==> src/rtl/junction_pkg.sv <==
// ============================================================================
//  Module      : junction_pkg
//  Description : Shared light codes, FSM state encoding and sizing helpers
//                for the junction phase scheduler.
//                Optional feature macro: JPS_PED_WALK_EN (adds ST_WALK).
//  Revision    : 1.0 - initial release
// ============================================================================
`default_nettype none

package junction_pkg;

   // Light codes, identical to the traffic_light block; 2'b11 is never driven
   localparam logic [1:0] LIGHT_RED    = 2'b00;
   localparam logic [1:0] LIGHT_GREEN  = 2'b01;
   localparam logic [1:0] LIGHT_YELLOW = 2'b10;

   typedef enum logic [2:0] {
      ST_IDLE   = 3'd0,
      ST_GREEN  = 3'd1,
      ST_YELLOW = 3'd2,
      ST_ALLRED = 3'd3
`ifdef JPS_PED_WALK_EN
      ,ST_WALK  = 3'd4
`endif
   } state_t;

   function automatic int max2(input int a, input int b);
      return (a > b) ? a : b;
   endfunction

   // Bits needed to hold values 0..max_len-1, never less than one bit
   function automatic int cnt_width(input int max_len);
      return (max_len > 1) ? $clog2(max_len) : 1;
   endfunction

endpackage

`default_nettype wire

==> src/rtl/jps_rr_arbiter.sv <==
// ============================================================================
//  Module      : jps_rr_arbiter
//  Description : Four-way round-robin grant. Scans from (last+1) mod 4
//                upward with wrap and returns the first requesting index.
//  Revision    : 1.0 - initial release
// ============================================================================
`default_nettype none

module jps_rr_arbiter (
   input  logic [3:0] req,
   input  logic [1:0] last,
   output logic [1:0] grant,
   output logic       any
);

   logic [1:0] idx;

   // Walk from lowest to highest priority so the nearest requester wins
   always_comb begin
      grant = last;
      any   = |req;
      idx   = last;
      for (int k = 4; k >= 1; k--) begin
         idx = last + 2'(k);
         if (req[idx]) begin
            grant = idx;
         end
      end
   end

endmodule

`default_nettype wire

==> src/rtl/junction_phase_scheduler.sv <==
// ============================================================================
//  Module      : junction_phase_scheduler
//  Description : Four-approach junction phase scheduler. Round-robin green
//                grants with fixed green/yellow/all-red phases; all outputs
//                registered. Optional feature macro JPS_PED_WALK_EN adds a
//                pedestrian walk phase (ped_req/walk ports, WALK_T).
//  Revision    : 1.0 - initial release
// ============================================================================
`default_nettype none

module junction_phase_scheduler
   import junction_pkg::*;
#(
   parameter int GREEN_T  = 10,
   parameter int YELLOW_T = 5,
   parameter int ALLRED_T = 2
`ifdef JPS_PED_WALK_EN
   ,parameter int WALK_T  = 8
`endif
) (
   input  logic       clk,
   input  logic       rst,
`ifdef JPS_PED_WALK_EN
   input  logic       ped_req,
   output logic       walk,
`endif
   input  logic [3:0] req,
   output logic [7:0] light,
   output logic [1:0] active,
   output logic       idle
);

`ifdef JPS_PED_WALK_EN
   localparam int PHASE_MAX = max2(max2(GREEN_T, YELLOW_T), max2(ALLRED_T, WALK_T));
`else
   localparam int PHASE_MAX = max2(max2(GREEN_T, YELLOW_T), ALLRED_T);
`endif
   localparam int CNT_W = cnt_width(PHASE_MAX);

   localparam logic [CNT_W-1:0] GREEN_LAST  = CNT_W'(GREEN_T - 1);
   localparam logic [CNT_W-1:0] YELLOW_LAST = CNT_W'(YELLOW_T - 1);
   localparam logic [CNT_W-1:0] ALLRED_LAST = CNT_W'(ALLRED_T - 1);
`ifdef JPS_PED_WALK_EN
   localparam logic [CNT_W-1:0] WALK_LAST   = CNT_W'(WALK_T - 1);
`endif

   state_t           state_q,  state_d;
   logic [CNT_W-1:0] cnt_q,    cnt_d;
   logic [1:0]       last_q,   last_d;
   logic [7:0]       light_q,  light_d;
   logic [1:0]       active_q, active_d;
   logic             idle_q,   idle_d;
`ifdef JPS_PED_WALK_EN
   logic             ped_pending_q, ped_pending_d;
   logic             walk_q,        walk_d;
`endif

   logic [1:0] grant_idx;
   logic       grant_any;

   jps_rr_arbiter u_arb (
      .req   (req),
      .last  (last_q),
      .grant (grant_idx),
      .any   (grant_any)
   );

   // Next-state, phase counter and registered-output values
   always_comb begin
      state_d  = state_q;
      cnt_d    = cnt_q + 1'b1;
      last_d   = last_q;
      active_d = active_q;
`ifdef JPS_PED_WALK_EN
      ped_pending_d = ped_pending_q;
      if (ped_req && (state_q != ST_WALK)) begin
         ped_pending_d = 1'b1;
      end
`endif

      case (state_q)
         ST_IDLE, ST_ALLRED: begin
            // IDLE decides every cycle; ALLRED only on its final cycle
            if ((state_q == ST_IDLE) || (cnt_q == ALLRED_LAST)) begin
               state_d = ST_IDLE;
`ifdef JPS_PED_WALK_EN
               if (ped_pending_q) begin
                  state_d       = ST_WALK;
                  ped_pending_d = 1'b0;
               end else
`endif
               if (grant_any) begin
                  state_d  = ST_GREEN;
                  last_d   = grant_idx;
                  active_d = grant_idx;
               end
            end
         end
         ST_GREEN: begin
            if (cnt_q == GREEN_LAST) state_d = ST_YELLOW;
         end
         ST_YELLOW: begin
            if (cnt_q == YELLOW_LAST) state_d = ST_ALLRED;
         end
`ifdef JPS_PED_WALK_EN
         ST_WALK: begin
            if (cnt_q == WALK_LAST) state_d = ST_ALLRED;
         end
`endif
         default: begin
            state_d = ST_IDLE;
         end
      endcase

      // Counter restarts on every state entry and is held at zero in IDLE
      if ((state_d != state_q) || (state_q == ST_IDLE)) begin
         cnt_d = '0;
      end

      // Outputs are derived from the next state so they register alongside it
      light_d = 8'h00;
      case (state_d)
         ST_GREEN:  light_d[{active_d, 1'b0} +: 2] = LIGHT_GREEN;
         ST_YELLOW: light_d[{active_d, 1'b0} +: 2] = LIGHT_YELLOW;
         default:   light_d = 8'h00;
      endcase
      idle_d = (state_d == ST_IDLE);
`ifdef JPS_PED_WALK_EN
      walk_d = (state_d == ST_WALK);
`endif
   end

   // State, counter, grant history and output registers
   always_ff @(posedge clk) begin
      if (rst) begin
         state_q  <= ST_IDLE;
         cnt_q    <= '0;
         last_q   <= 2'd3;
         light_q  <= 8'h00;
         active_q <= 2'd0;
         idle_q   <= 1'b1;
`ifdef JPS_PED_WALK_EN
         ped_pending_q <= 1'b0;
         walk_q        <= 1'b0;
`endif
      end else begin
         state_q  <= state_d;
         cnt_q    <= cnt_d;
         last_q   <= last_d;
         light_q  <= light_d;
         active_q <= active_d;
         idle_q   <= idle_d;
`ifdef JPS_PED_WALK_EN
         ped_pending_q <= ped_pending_d;
         walk_q        <= walk_d;
`endif
      end
   end

   assign light  = light_q;
   assign active = active_q;
   assign idle   = idle_q;
`ifdef JPS_PED_WALK_EN
   assign walk   = walk_q;
`endif

endmodule

`default_nettype wire

==> config.mk <==
export PLATFORM = sky130hd
export DESIGN_NAME = junction_phase_scheduler
export DESIGN_NICKNAME = d
export VERILOG_FILES = /design/src/rtl/junction_pkg.sv /design/src/rtl/jps_rr_arbiter.sv /design/src/rtl/junction_phase_scheduler.sv
export SDC_FILE = /design/constraint.sdc
export NUM_CORES = 1
export LEC_CHECK = 0
export CAP_MARGIN = 20
export CORE_MARGIN = 3
export CORE_UTILIZATION = 25
export CTS_CLUSTER_SIZE = 8
export DETAILED_ROUTE_END_ITERATION = 7
export PLACE_DENSITY_LB_ADDON = 0.12
export REMOVE_ABC_BUFFERS = 1
export SETUP_SLACK_MARGIN = 0.5
export SLEW_MARGIN = 5
export SYNTH_ARGS = -nofsm -noshare
export SYNTH_HDL_FRONTEND = slang
export SYNTH_HIERARCHICAL = 1
export SYNTH_SLANG_ARGS = --single-unit
==> constraint.sdc <==
create_clock -name clk -period 3.05 [get_ports clk]
set_input_delay 0.7625 -clock clk [delete_from_list [all_inputs] [get_ports clk]]
set_output_delay 0.7625 -clock clk [all_outputs]
set_load 0.005 [all_outputs]
==> results of run 1 <==
cell families (layout without fill, tap and decap cells):
logic type | Yosys count | in the layout | synth area share [%]
AND/OR/NAND/NOR | 40 | 40 | 24.0
AO/OA/AOI/OAI | 20 | 20 | 15.7
flip-flops | 20 | 20 | 37.0
buffers and inverters | 14 | 40 | 7.64
adder cells (fa/ha/maj) | 7 | 7 | 8.10
XOR/XNOR | 4 | 4 | 3.94
multiplexers | 3 | 3 | 3.24
other | 1 | 1 | 0.347
worst max path at each step:
stage / startpoint / slack [ns] / endpoint / depth (start not counted)
2_1_floorplan: req[0] / 0.35 / light[7] / 7
3_3_place_gp: req[0] / -0.18 / light[7] / 8
3_5_place_dp: req[0] / -0.22 / light[7] / 8
4_1_cts: req[2] / 0.35 / light[7] / 8
5_1_grt: req[2] / 0.26 / light[0] / 10
6_report: req[2] / 0.39 / light[0] / 10
synth_stat cells, drive strengths merged, types with 2 or more instances:
cell / number
buf: 5
nand3: 3
o21ai: 4
a2bb2oi: 2
nor2: 5
a21oi: 5
nor2b: 2
nor3: 7
nor3b: 2
ha: 7
mux2i: 2
nand3b: 3
inv: 8
xnor2: 2
nor4: 7
dfxtp: 20
xor2: 2
nand2: 4
state kept, by name, indices dropped and copies added, names as in the netlist:
signal	count
active	2
cnt_q	4
idle	1
last_q	2
state_q	3
light	8
per-stage QoR:
| step | std cells | setup WS, ns |
|---|---|---|
| after floorplan | 103 | 0.348 |
| after global routing | 185 | 0.261 |
| after detailed placement | 179 | -0.224 |
| after global placement | 179 | -0.181 |
| after CTS | 185 | 0.345 |
| final | 185 | 0.393 |
per-layer routing:
layer | wire length, um | vias up | global-route usage (%)
li1 | - | 445 | -
met1 | 1080 | 399 | 11.8
met4 | 44 | 0 | 4.38
met5 | 0 | - | 0
met3 | 91 | 5 | 2.10
met2 | 1050 | 17 | 15.4
power groups by stage:
stage / clock network, mW / registers (mW) / logic [mW]
2_1_floorplan: 0 / 0.285 / 0.0533
3_3_place_gp: 0 / 0.287 / 0.0933
3_5_place_dp: 0 / 0.287 / 0.0944
4_1_cts: 0.275 / 0.280 / 0.0991
5_1_grt: 0.285 / 0.282 / 0.113
6_report: 0.264 / 0.280 / 0.102
area by class of cell:
class	instances	area (sq um)	area share (%)
repair buffers	28	236	16.5
well taps	50	62.6	4.36
clock buffers	3	41.3	2.88
inverters	8	32.5	2.27
multi-input cells	75	632	44.0
flip-flops and latches	20	400	27.9
clock inverters	1	30.0	2.09
worst reg2reg max path, cell delays in order, from the launching register on:
cell and delay [ns]:
sky130_fd_sc_hd__dfxtp_1 0.41, sky130_fd_sc_hd__ha_1 0.20, sky130_fd_sc_hd__nor3b_1 0.31, sky130_fd_sc_hd__o211ai_1 0.21, sky130_fd_sc_hd__mux2i_1 0.25, sky130_fd_sc_hd__ha_1 0.29
sky130_fd_sc_hd__buf_4 0.15, sky130_fd_sc_hd__nor2_2 0.10, sky130_fd_sc_hd__nand2_2 0.11, sky130_fd_sc_hd__nor3_2 0.17
timing repair:
action | in CTS | in global routing
pin swaps | 3 | 1
buffers inserted | 2 | 0
gates resized for setup | 19 | 4
endpoints found under the setup margin | 8 | 8
hold buffers | 0 | 0
==> impl_metrics.py, run 1 <==
metrics = {
    "final_layout": {
        "fillCellCount": 442,
        "most-common-layout-cells": "sky130_fd_sc_hd__dfxtp_1, sky130_fd_sc_hd__clkdlybuf4s50_1, sky130_fd_sc_hd__buf_4",
        "antenna_cells": 0,
        "synthToLayoutAreaGrowth_pct": 32.8,
        "nNetsFinal": 149,
        "postLayoutCoreUtil_pct": 35.1,
        "stdcell_area_sq_um": 1440,
        "post_route_cells_drive_above_1_share_pct": 28.1,
        "final_common_cell": "sky130_fd_sc_hd__dfxtp_1",
    },
    "power_and_ir_drop": {
        "leakage_nw": 0.570,
        "total_switching_power_mw": 0.150,
        "power_density_nw_per_um2": 450,
        "power_frac_seq_pct": 43.4,
        "internal_power_mw": 0.496,
        "post-layout-total-power_mw": 0.646,
        "worst_ir_drop_vdd_mv": 0.159,
        "clock_power_share_pct": 40.8,
        "power.share.combinational_pct": 15.8,
        "power.switching_fraction_pct": 23.3,
    },
    "placed_design": {
        "placed_area_sq_um": 1330,
        "detailed_place_hpwl_mm": 1.68,
        "routabilityCongestion": 0.718,
        "portBuffers": 16,
    },
    "logic_synthesis": {
        "synth_flop_cell": "sky130_fd_sc_hd__dfxtp_1",
        "synth.largest_area_cell": "sky130_fd_sc_hd__dfxtp_1",
        "ys_async_sr_fraction_pct": 0,
        "avgSynthCellArea_sq_um": 9.92,
        "yosysTopAreaCellShare_pct": 37.0,
        "synth_edf_count": 0,
        "synthesis.instances": 109,
        "synthesis.yosys.warnings": 6,
        "largest_cells_by_area_after_synthesis": "sky130_fd_sc_hd__dfxtp_1, sky130_fd_sc_hd__ha_1, sky130_fd_sc_hd__nor3_1, sky130_fd_sc_hd__buf_6, sky130_fd_sc_hd__nor4_1",
        "ys_ff_latch": 20,
        "synth-seq-area-share_pct": 37.0,
        "synth_area_sq_um": 1080,
        "ys_types": 46,
    },
    "global_routing": {
        "antenna_violations_before_repair": 0,
        "grt.overflow.total": 0,
        "grt_first_pass_wirelength_mm": 3.88,
        "global_route.usage.total_pct": 9.46,
        "first_global_vias": 835,
        "grt_start_max_net_pins": 14,
    },
    "worst_setup_path": {
        "crit_path_end_kind": "flip-flop",
        "cp_cell_sequence": "buf_6, or4_4, and2b_1, o211ai_1, mux2i_1, ha_1, buf_4, nor2_2, nand2_2, nor3_2",
        "crit_arrival_ns": 2.84,
        "critical_path_peak_fanout": 3,
        "worst-setup-path-type": "in -> reg",
        "rrSetupSlack_ns": 0.79,
        "cp_data_required_time_ns": 3.23,
        "crit_family": "simple AND/OR/NAND/NOR gates",
        "length_in_cells_of_the_worst_reg_to_reg_path": 9,
        "critPathBufInv": 2,
        "crit_path_max_incr_delay_ns": 0.53,
        "worst_path_max_delay_cell": "sky130_fd_sc_hd__or4_4",
        "r2r_start": "cnt_q[0]",
        "reg_to_reg_endpoint": "light[0]",
        "timing.critical_path.from_type": "input port",
    },
    "drt": {
        "antenna_left": 0,
        "firstDrtPassIters": 4,
        "drtIter0Drc": 26,
        "finalWirelength_mm": 2.26,
        "drt_drc_violations_left": 0,
        "drt-vias-per-instance": 4.68,
        "dr_total_vias": 866,
        "routed_wire_length_per_instance_um": 12.2,
    },
    "sta": {
        "unrepaired_setup_endpoints_after_global_routing": "true",
        "worst_hold_slack_ns": 0.524,
        "timing_hold_violations_final": 0,
        "tightest_slew_ns": 0.567,
        "fmaxAchievable_ghz": 0.376,
        "final_period_minus_worst_setup_slack_ns": 2.66,
        "setup-violations-final": 0,
        "timing_max_transition_violations_final": 0,
        "finalClockSkew_ns": 0.00324,
        "final_worst_path_period_share_pct": 87.1,
        "timing.slew.headroom_pct": 62.2,
        "fin_setup_tns_ns": 0,
    },
    "hold_path": {
        "whs_path_depth": 2,
        "hold_path_class": "reg -> reg",
        "endpoint_with_the_worst_hold_slack": "last_q[0]",
        "hold_path_startpoint": "last_q[0]",
    },
    "job": {
        "max-cap-violations": 0,
    },
    "die": {
        "die-width_um": 71.8,
        "die-height_um": 71.8,
        "core_region_area_sq_um": 4090,
        "floorplan.die_area_sq_um": 5150,
        "rows": 23,
        "starting_utilization_of_the_core_area_pct": 26.5,
        "boundaryPins": 17,
    },
    "cts": {
        "clk_transition_reported_paths_ns": 0.07,
        "cts.path.max_buffers": 2,
        "clk-insertion-delay-late_ns": 0.26,
        "cts_htree_levels": 1,
        "cts-buffers-inserted": 3,
        "cts.sink_count": 20,
        "cts-root-buf": "sky130_fd_sc_hd__clkbuf_8",
        "cts_tree": "done",
    },
    "outcome": {
        "outcome": "finished clean",
    },
}
(Power assumes the default switching activity.)
==> run 2: changes to the inputs <==
CAP_MARGIN = 40   (was 20)
CORE_MARGIN = 10   (was 3)
==> run 2 against run 1 <==
  * Sequential power about the same
  * Count of clock-buffer cells in the layout unchanged
  * Clock power increased by 2%
  * Final area increased by 6.6%
  * Hold slack improved by 0.00071 ns
  * Critical path type unchanged
  * Largest cell class unchanged
==> impl_metrics.py, run 2 (same netlist as run 1, synthesis figures left out) <==
metrics = {
    "drt": {
        "antenna_left": 0,
        "drt-vias-per-instance": 4.71,
        "met3WireLength_um": 136,
        "routed-wl-met2_mm": 1.19,
        "drtIter0Drc": 45,
        "firstDrtPassIters": 4,
        "finalWirelength_mm": 2.48,
        "maxUsedRoutingLayer": "met4",
        "dr_total_vias": 895,
        "met1_length_mm": 1.10,
        "drt_drc_violations_left": 0,
        "routed_wire_length_per_instance_um": 13.1,
    },
    "hold_path": {
        "endpoint_with_the_worst_hold_slack": "last_q[0]",
        "whs_path_depth": 2,
        "hold_path_startpoint": "last_q[0]",
        "hold_path_class": "reg -> reg",
    },
    "worst_setup_path": {
        "cp_data_required_time_ns": 3.23,
        "worst_path_max_delay_cell": "sky130_fd_sc_hd__or4_4",
        "rrSetupSlack_ns": 0.79,
        "crit_family": "simple AND/OR/NAND/NOR gates",
        "length_in_cells_of_the_worst_reg_to_reg_path": 9,
        "cp_cell_sequence": "buf_6, or4_4, and2b_1, o211ai_1, mux2i_1, ha_1, buf_6, nand3b_1, nor4_1",
        "crit_path_end_kind": "flip-flop",
        "timing.critical_path.from_type": "input port",
        "cpMostUsedCell": "sky130_fd_sc_hd__buf_6",
        "worst-setup-path-type": "in -> reg",
        "reg_to_reg_endpoint": "light[7]",
        "critical_path_peak_fanout": 3,
        "crit_path_max_incr_delay_ns": 0.52,
        "critPathBufInv": 2,
        "crit_arrival_ns": 2.83,
        "r2r_start": "cnt_q[1]",
    },
    "sta": {
        "fmaxAchievable_ghz": 0.377,
        "timing_hold_violations_final": 0,
        "final_worst_path_period_share_pct": 86.9,
        "tightest_slew_ns": 0.621,
        "postLayoutSetupSlackWorst_ns": 0.400,
        "finalClockSkew_ns": 0.00123,
        "timing_max_transition_violations_final": 0,
        "unrepaired_setup_endpoints_after_global_routing": "true",
        "worst_hold_slack_ns": 0.525,
        "timing.slew.headroom_pct": 58.6,
        "setup-violations-final": 0,
        "fin_setup_tns_ns": 0,
        "final_period_minus_worst_setup_slack_ns": 2.65,
    },
    "placed_design": {
        "detailed_place_hpwl_mm": 1.82,
        "dpl_worst_slack_ns": -0.168,
        "placed_area_sq_um": 1330,
        "placed_cells_incl_taps": 179,
        "portBuffers": 16,
        "routabilityCongestion": 0.721,
    },
    "power_and_ir_drop": {
        "post-layout-total-power_mw": 0.678,
        "leakage_nw": 0.600,
        "power_density_nw_per_um2": 443,
        "worst_ir_drop_vdd_mv": 0.201,
    },
    "final_layout": {
        "postLayoutCoreUtil_pct": 37.4,
        "stdcell_area_sq_um": 1530,
        "antenna_cells": 0,
        "non_filler_cells_final": 190,
        "post_route_cells_drive_above_1_share_pct": 35.0,
        "nNetsFinal": 154,
        "final_common_cell": "sky130_fd_sc_hd__dfxtp_1",
        "largest_register_ff_count": 8,
        "most-common-layout-cells": "sky130_fd_sc_hd__dfxtp_1, sky130_fd_sc_hd__buf_4, sky130_fd_sc_hd__clkdlybuf4s50_1",
        "synthToLayoutAreaGrowth_pct": 41.6,
    },
    "cts": {
        "clk-insertion-delay-late_ns": 0.26,
        "cts.path.max_buffers": 2,
        "cts_tree": "done",
        "cts-root-buf": "sky130_fd_sc_hd__clkbuf_8",
        "cts_htree_levels": 1,
        "cts-buffers-inserted": 3,
        "cts.sink_count": 20,
        "clk_transition_reported_paths_ns": 0.08,
    },
    "die": {
        "die-width_um": 85.8,
        "die-height_um": 85.8,
        "boundaryPins": 17,
        "rows": 23,
        "floorplan.die_area_sq_um": 7350,
        "core_region_area_sq_um": 4090,
        "starting_utilization_of_the_core_area_pct": 26.5,
    },
    "global_routing": {
        "grt_start_max_net_pins": 14,
        "global_route.usage.total_pct": 6.73,
        "grt_first_pass_wirelength_mm": 4.08,
        "first_global_vias": 914,
        "grt.overflow.total": 0,
        "antenna_violations_before_repair": 0,
    },
    "job": {
        "max-cap-violations": 0,
    },
    "outcome": {
        "outcome": "finished clean",
    },
}
==> run 2: cell types whose count changed in the layout (fill, tap and decap cells not counted), sizes merged <==
cell	change
buf	+5
==> run 2: worst max path at each step <==
stage / start / endpoint / slack (ns) / cells after the start
floorplan: req[0] / light[7] / 0.35 / 7
global placement: req[0] / light[7] / -0.18 / 8
detailed placement: req[0] / light[0] / -0.17 / 9
CTS: req[2] / light[7] / 0.30 / 9
global route: req[3] / light[7] / 0.29 / 9
finish: req[3] / light[7] / 0.40 / 9
==> run 2: report_power, final <==
part	total (mW)	internal, mW	switching (mW)
registers	0.280	0.269	0.0110
clock network	0.269	0.175	0.0935
logic	0.128	0.0685	0.0598
==> run 2: final cells by class <==
cell class,instances,area [sq um]
flip-flops and latches,20,400
repair buffers,33,298
inverters,8,32.5
multi-input cells,75,666
clock buffers,3,41.3
well taps,50,62.6
clock inverters,1,30.0
fillers,435,2560
==> run 2: worst reg2reg max path, cell delays in order, from the launching register on <==
cell	delay (ns)
sky130_fd_sc_hd__dfxtp_1	0.35
sky130_fd_sc_hd__inv_1	0.06
sky130_fd_sc_hd__ha_1	0.20
sky130_fd_sc_hd__nor3b_1	0.16
sky130_fd_sc_hd__o211ai_1	0.30
sky130_fd_sc_hd__mux2i_1	0.30
sky130_fd_sc_hd__ha_1	0.30
sky130_fd_sc_hd__buf_6	0.13
sky130_fd_sc_hd__nand3b_1	0.19
sky130_fd_sc_hd__nor4_1	0.18
==> run 2: metal layers <==
layer | global-route usage (%) | up-vias
met1 | 7.45 | 427
met5 | 0 | -
met2 | 11.0 | 13
met4 | 3.14 | 0
met3 | 2.74 | 5
li1 | - | 450
==> run 2: what timing repair did <==
item,4_1_cts,5_1_grt
pin swaps,6,8
endpoints found under the setup margin,8,8
gates resized for setup,18,18
hold buffers,0,0
buffers inserted,5,2
==> run 3: changes to the inputs <==
CTS_BUF_LIST = sky130_fd_sc_hd__clkbuf_8   (was unset)
GPL_TIMING_DRIVEN = 0   (was unset)
==> run 3 against run 2 <==
  * Critical path type unchanged
  * Final area shrank 3.9%
  * First-iteration DRC count grew 2.2%
  * Largest power group unchanged
  * Setup slack got worse by 0.055 ns
  * Combinational power shrank 7%
  * Clock skew is essentially flat
==> impl_metrics.py, run 3 (same netlist as run 1, synthesis figures left out) <==
metrics = {
    "outcome": {
        "outcome": "finished clean",
    },
    "final_layout": {
        "post_route_cells_drive_above_1_share_pct": 32.8,
        "synthToLayoutAreaGrowth_pct": 36.0,
        "most-common-layout-cells": "sky130_fd_sc_hd__dfxtp_1, sky130_fd_sc_hd__clkdlybuf4s50_1, sky130_fd_sc_hd__buf_4",
        "largest_register_ff_count": 8,
        "final_common_cell": "sky130_fd_sc_hd__dfxtp_1",
        "nNetsFinal": 145,
        "seq_area_sq_um": 400,
        "antenna_cells": 0,
        "multi_input_area_sq_um": 697,
        "fillCellCount": 435,
    },
    "die": {
        "rows": 23,
        "starting_utilization_of_the_core_area_pct": 26.5,
        "floorplan.die_area_sq_um": 7350,
        "core_region_area_sq_um": 4090,
        "die-width_um": 85.8,
        "boundaryPins": 17,
        "die-height_um": 85.8,
    },
    "sta": {
        "timing_max_transition_violations_final": 0,
        "final_worst_path_period_share_pct": 88.7,
        "finalClockSkew_ns": 0.00173,
        "timing_hold_violations_final": 0,
        "final_period_minus_worst_setup_slack_ns": 2.70,
        "unrepaired_setup_endpoints_after_global_routing": "true",
        "timing.slew.headroom_pct": 64.0,
        "fin_setup_tns_ns": 0,
        "tightest_slew_ns": 0.538,
        "setup-violations-final": 0,
        "fmaxAchievable_ghz": 0.370,
    },
    "hold_path": {
        "hold_path_startpoint": "last_q[0]",
        "endpoint_with_the_worst_hold_slack": "last_q[0]",
        "whs_path_depth": 2,
        "hold_path_class": "reg -> reg",
    },
    "global_routing": {
        "grt_start_max_net_pins": 14,
        "antenna_violations_before_repair": 0,
        "grt_first_pass_wirelength_mm": 3.83,
        "first_global_vias": 821,
        "global_route.usage.total_pct": 6.21,
        "grt.overflow.total": 0,
    },
    "placed_design": {
        "portBuffers": 16,
        "routabilityCongestion": 0.789,
        "detailed_place_hpwl_mm": 1.65,
    },
    "drt": {
        "drt_drc_violations_left": 0,
        "drtIter0Drc": 46,
        "antenna_left": 0,
        "drt-vias-per-instance": 4.64,
        "dr_total_vias": 840,
        "firstDrtPassIters": 4,
        "routed_wire_length_per_instance_um": 13.1,
        "finalWirelength_mm": 2.37,
    },
    "worst_setup_path": {
        "r2r_start": "cnt_q[1]",
        "worst-setup-path-type": "in -> reg",
        "rrSetupSlack_ns": 0.78,
        "crit_arrival_ns": 2.87,
        "critical_path_peak_fanout": 4,
        "cp_data_required_time_ns": 3.21,
        "crit_path_end_kind": "flip-flop",
        "timing.critical_path.from_type": "input port",
        "length_in_cells_of_the_worst_reg_to_reg_path": 9,
        "cp_cell_sequence": "buf_8, or4_4, and2b_2, o211ai_1, mux2i_2, ha_4, buf_6, nand3b_1, nor4_2",
        "reg_to_reg_endpoint": "light[7]",
        "worst_path_max_delay_cell": "sky130_fd_sc_hd__or4_4",
        "crit_path_max_incr_delay_ns": 0.53,
    },
    "power_and_ir_drop": {
        "power_density_nw_per_um2": 409,
        "worst_ir_drop_vdd_mv": 0.190,
        "leakage_nw": 0.544,
        "post-layout-total-power_mw": 0.601,
    },
    "cts": {
        "clk_transition_reported_paths_ns": 0.07,
        "cts_hold_repair_buffers": 0,
        "cts.path.max_buffers": 2,
        "cts-buffers-inserted": 3,
        "cts.sink_count": 20,
        "cts_htree_levels": 1,
        "cts_tree": "done",
        "clk-insertion-delay-late_ns": 0.25,
        "cts-root-buf": "sky130_fd_sc_hd__clkbuf_8",
    },
    "job": {
        "max-cap-violations": 0,
    },
}
## run 3: worst max-delay path: cells and delay by family
family,cells,cell delay (ns)
adders and majority gates,1,0.26
muxes,1,0.36
buffers and inverters,2,0.20
and+or+nand+nor,4,1.12
AOI/OAI and AO/OA,1,0.17
## run 3: metal layers
| metal | track usage (%) | wire [um] |
|---|---|---|
| met1 | 7.73 | 1160 |
| met5 | 0 | 0 |
| met2 | 9.67 | 1090 |
| met4 | 2.69 | 32 |
| met3 | 1.80 | 83 |
## run 3: cell type report
| type | count | area share (%) |
|---|---|---|
| well taps | 50 | 4.26 |
| clock buffers | 4 | 3.74 |
| multi-input cells | 75 | 47.4 |
| repair buffers | 24 | 15.0 |
| flip-flops and latches | 20 | 27.2 |
| inverters | 8 | 2.38 |
## run 3: metrics by stage
step	setup WS, ns	area [sq um]	hold slack, ns	utilization [%]	cells
2_1_floorplan	0.348	1030	0.475	-	103
3_3_place_gp	-0.457	1250	0.503	30.7	169
3_5_place_dp	-0.419	1250	0.505	30.7	169
4_1_cts	0.307	1370	0.516	33.5	178
5_1_grt	0.242	1470	0.545	36.0	181
6_report	0.345	1470	0.516	36.0	181
## run 3: worst max-delay path by stage
stage | startpoint | to | slack, ns | cells past startpoint
after global routing | req[1] | light[7] | 0.24 | 9
after floorplan | req[0] | light[7] | 0.35 | 7
after CTS | req[1] | light[1] | 0.31 | 9
after global placement | req[1] | light[7] | -0.46 | 8
final | req[1] | light[7] | 0.35 | 9
after detailed placement | req[1] | light[0] | -0.42 | 9
## run 3: where the power goes
part	internal, mW	switching, mW	leakage (nW)
combinational	0.0603	0.0590	0.353
clock	0.115	0.0864	0.0288
sequential	0.269	0.0113	0.163
## run 3: what timing repair did
action                     4_1_cts  5_1_grt
pin swaps                        5        5
buffers inserted                 5        3
setup endpoints to repair        9        8
resized for setup               25       16
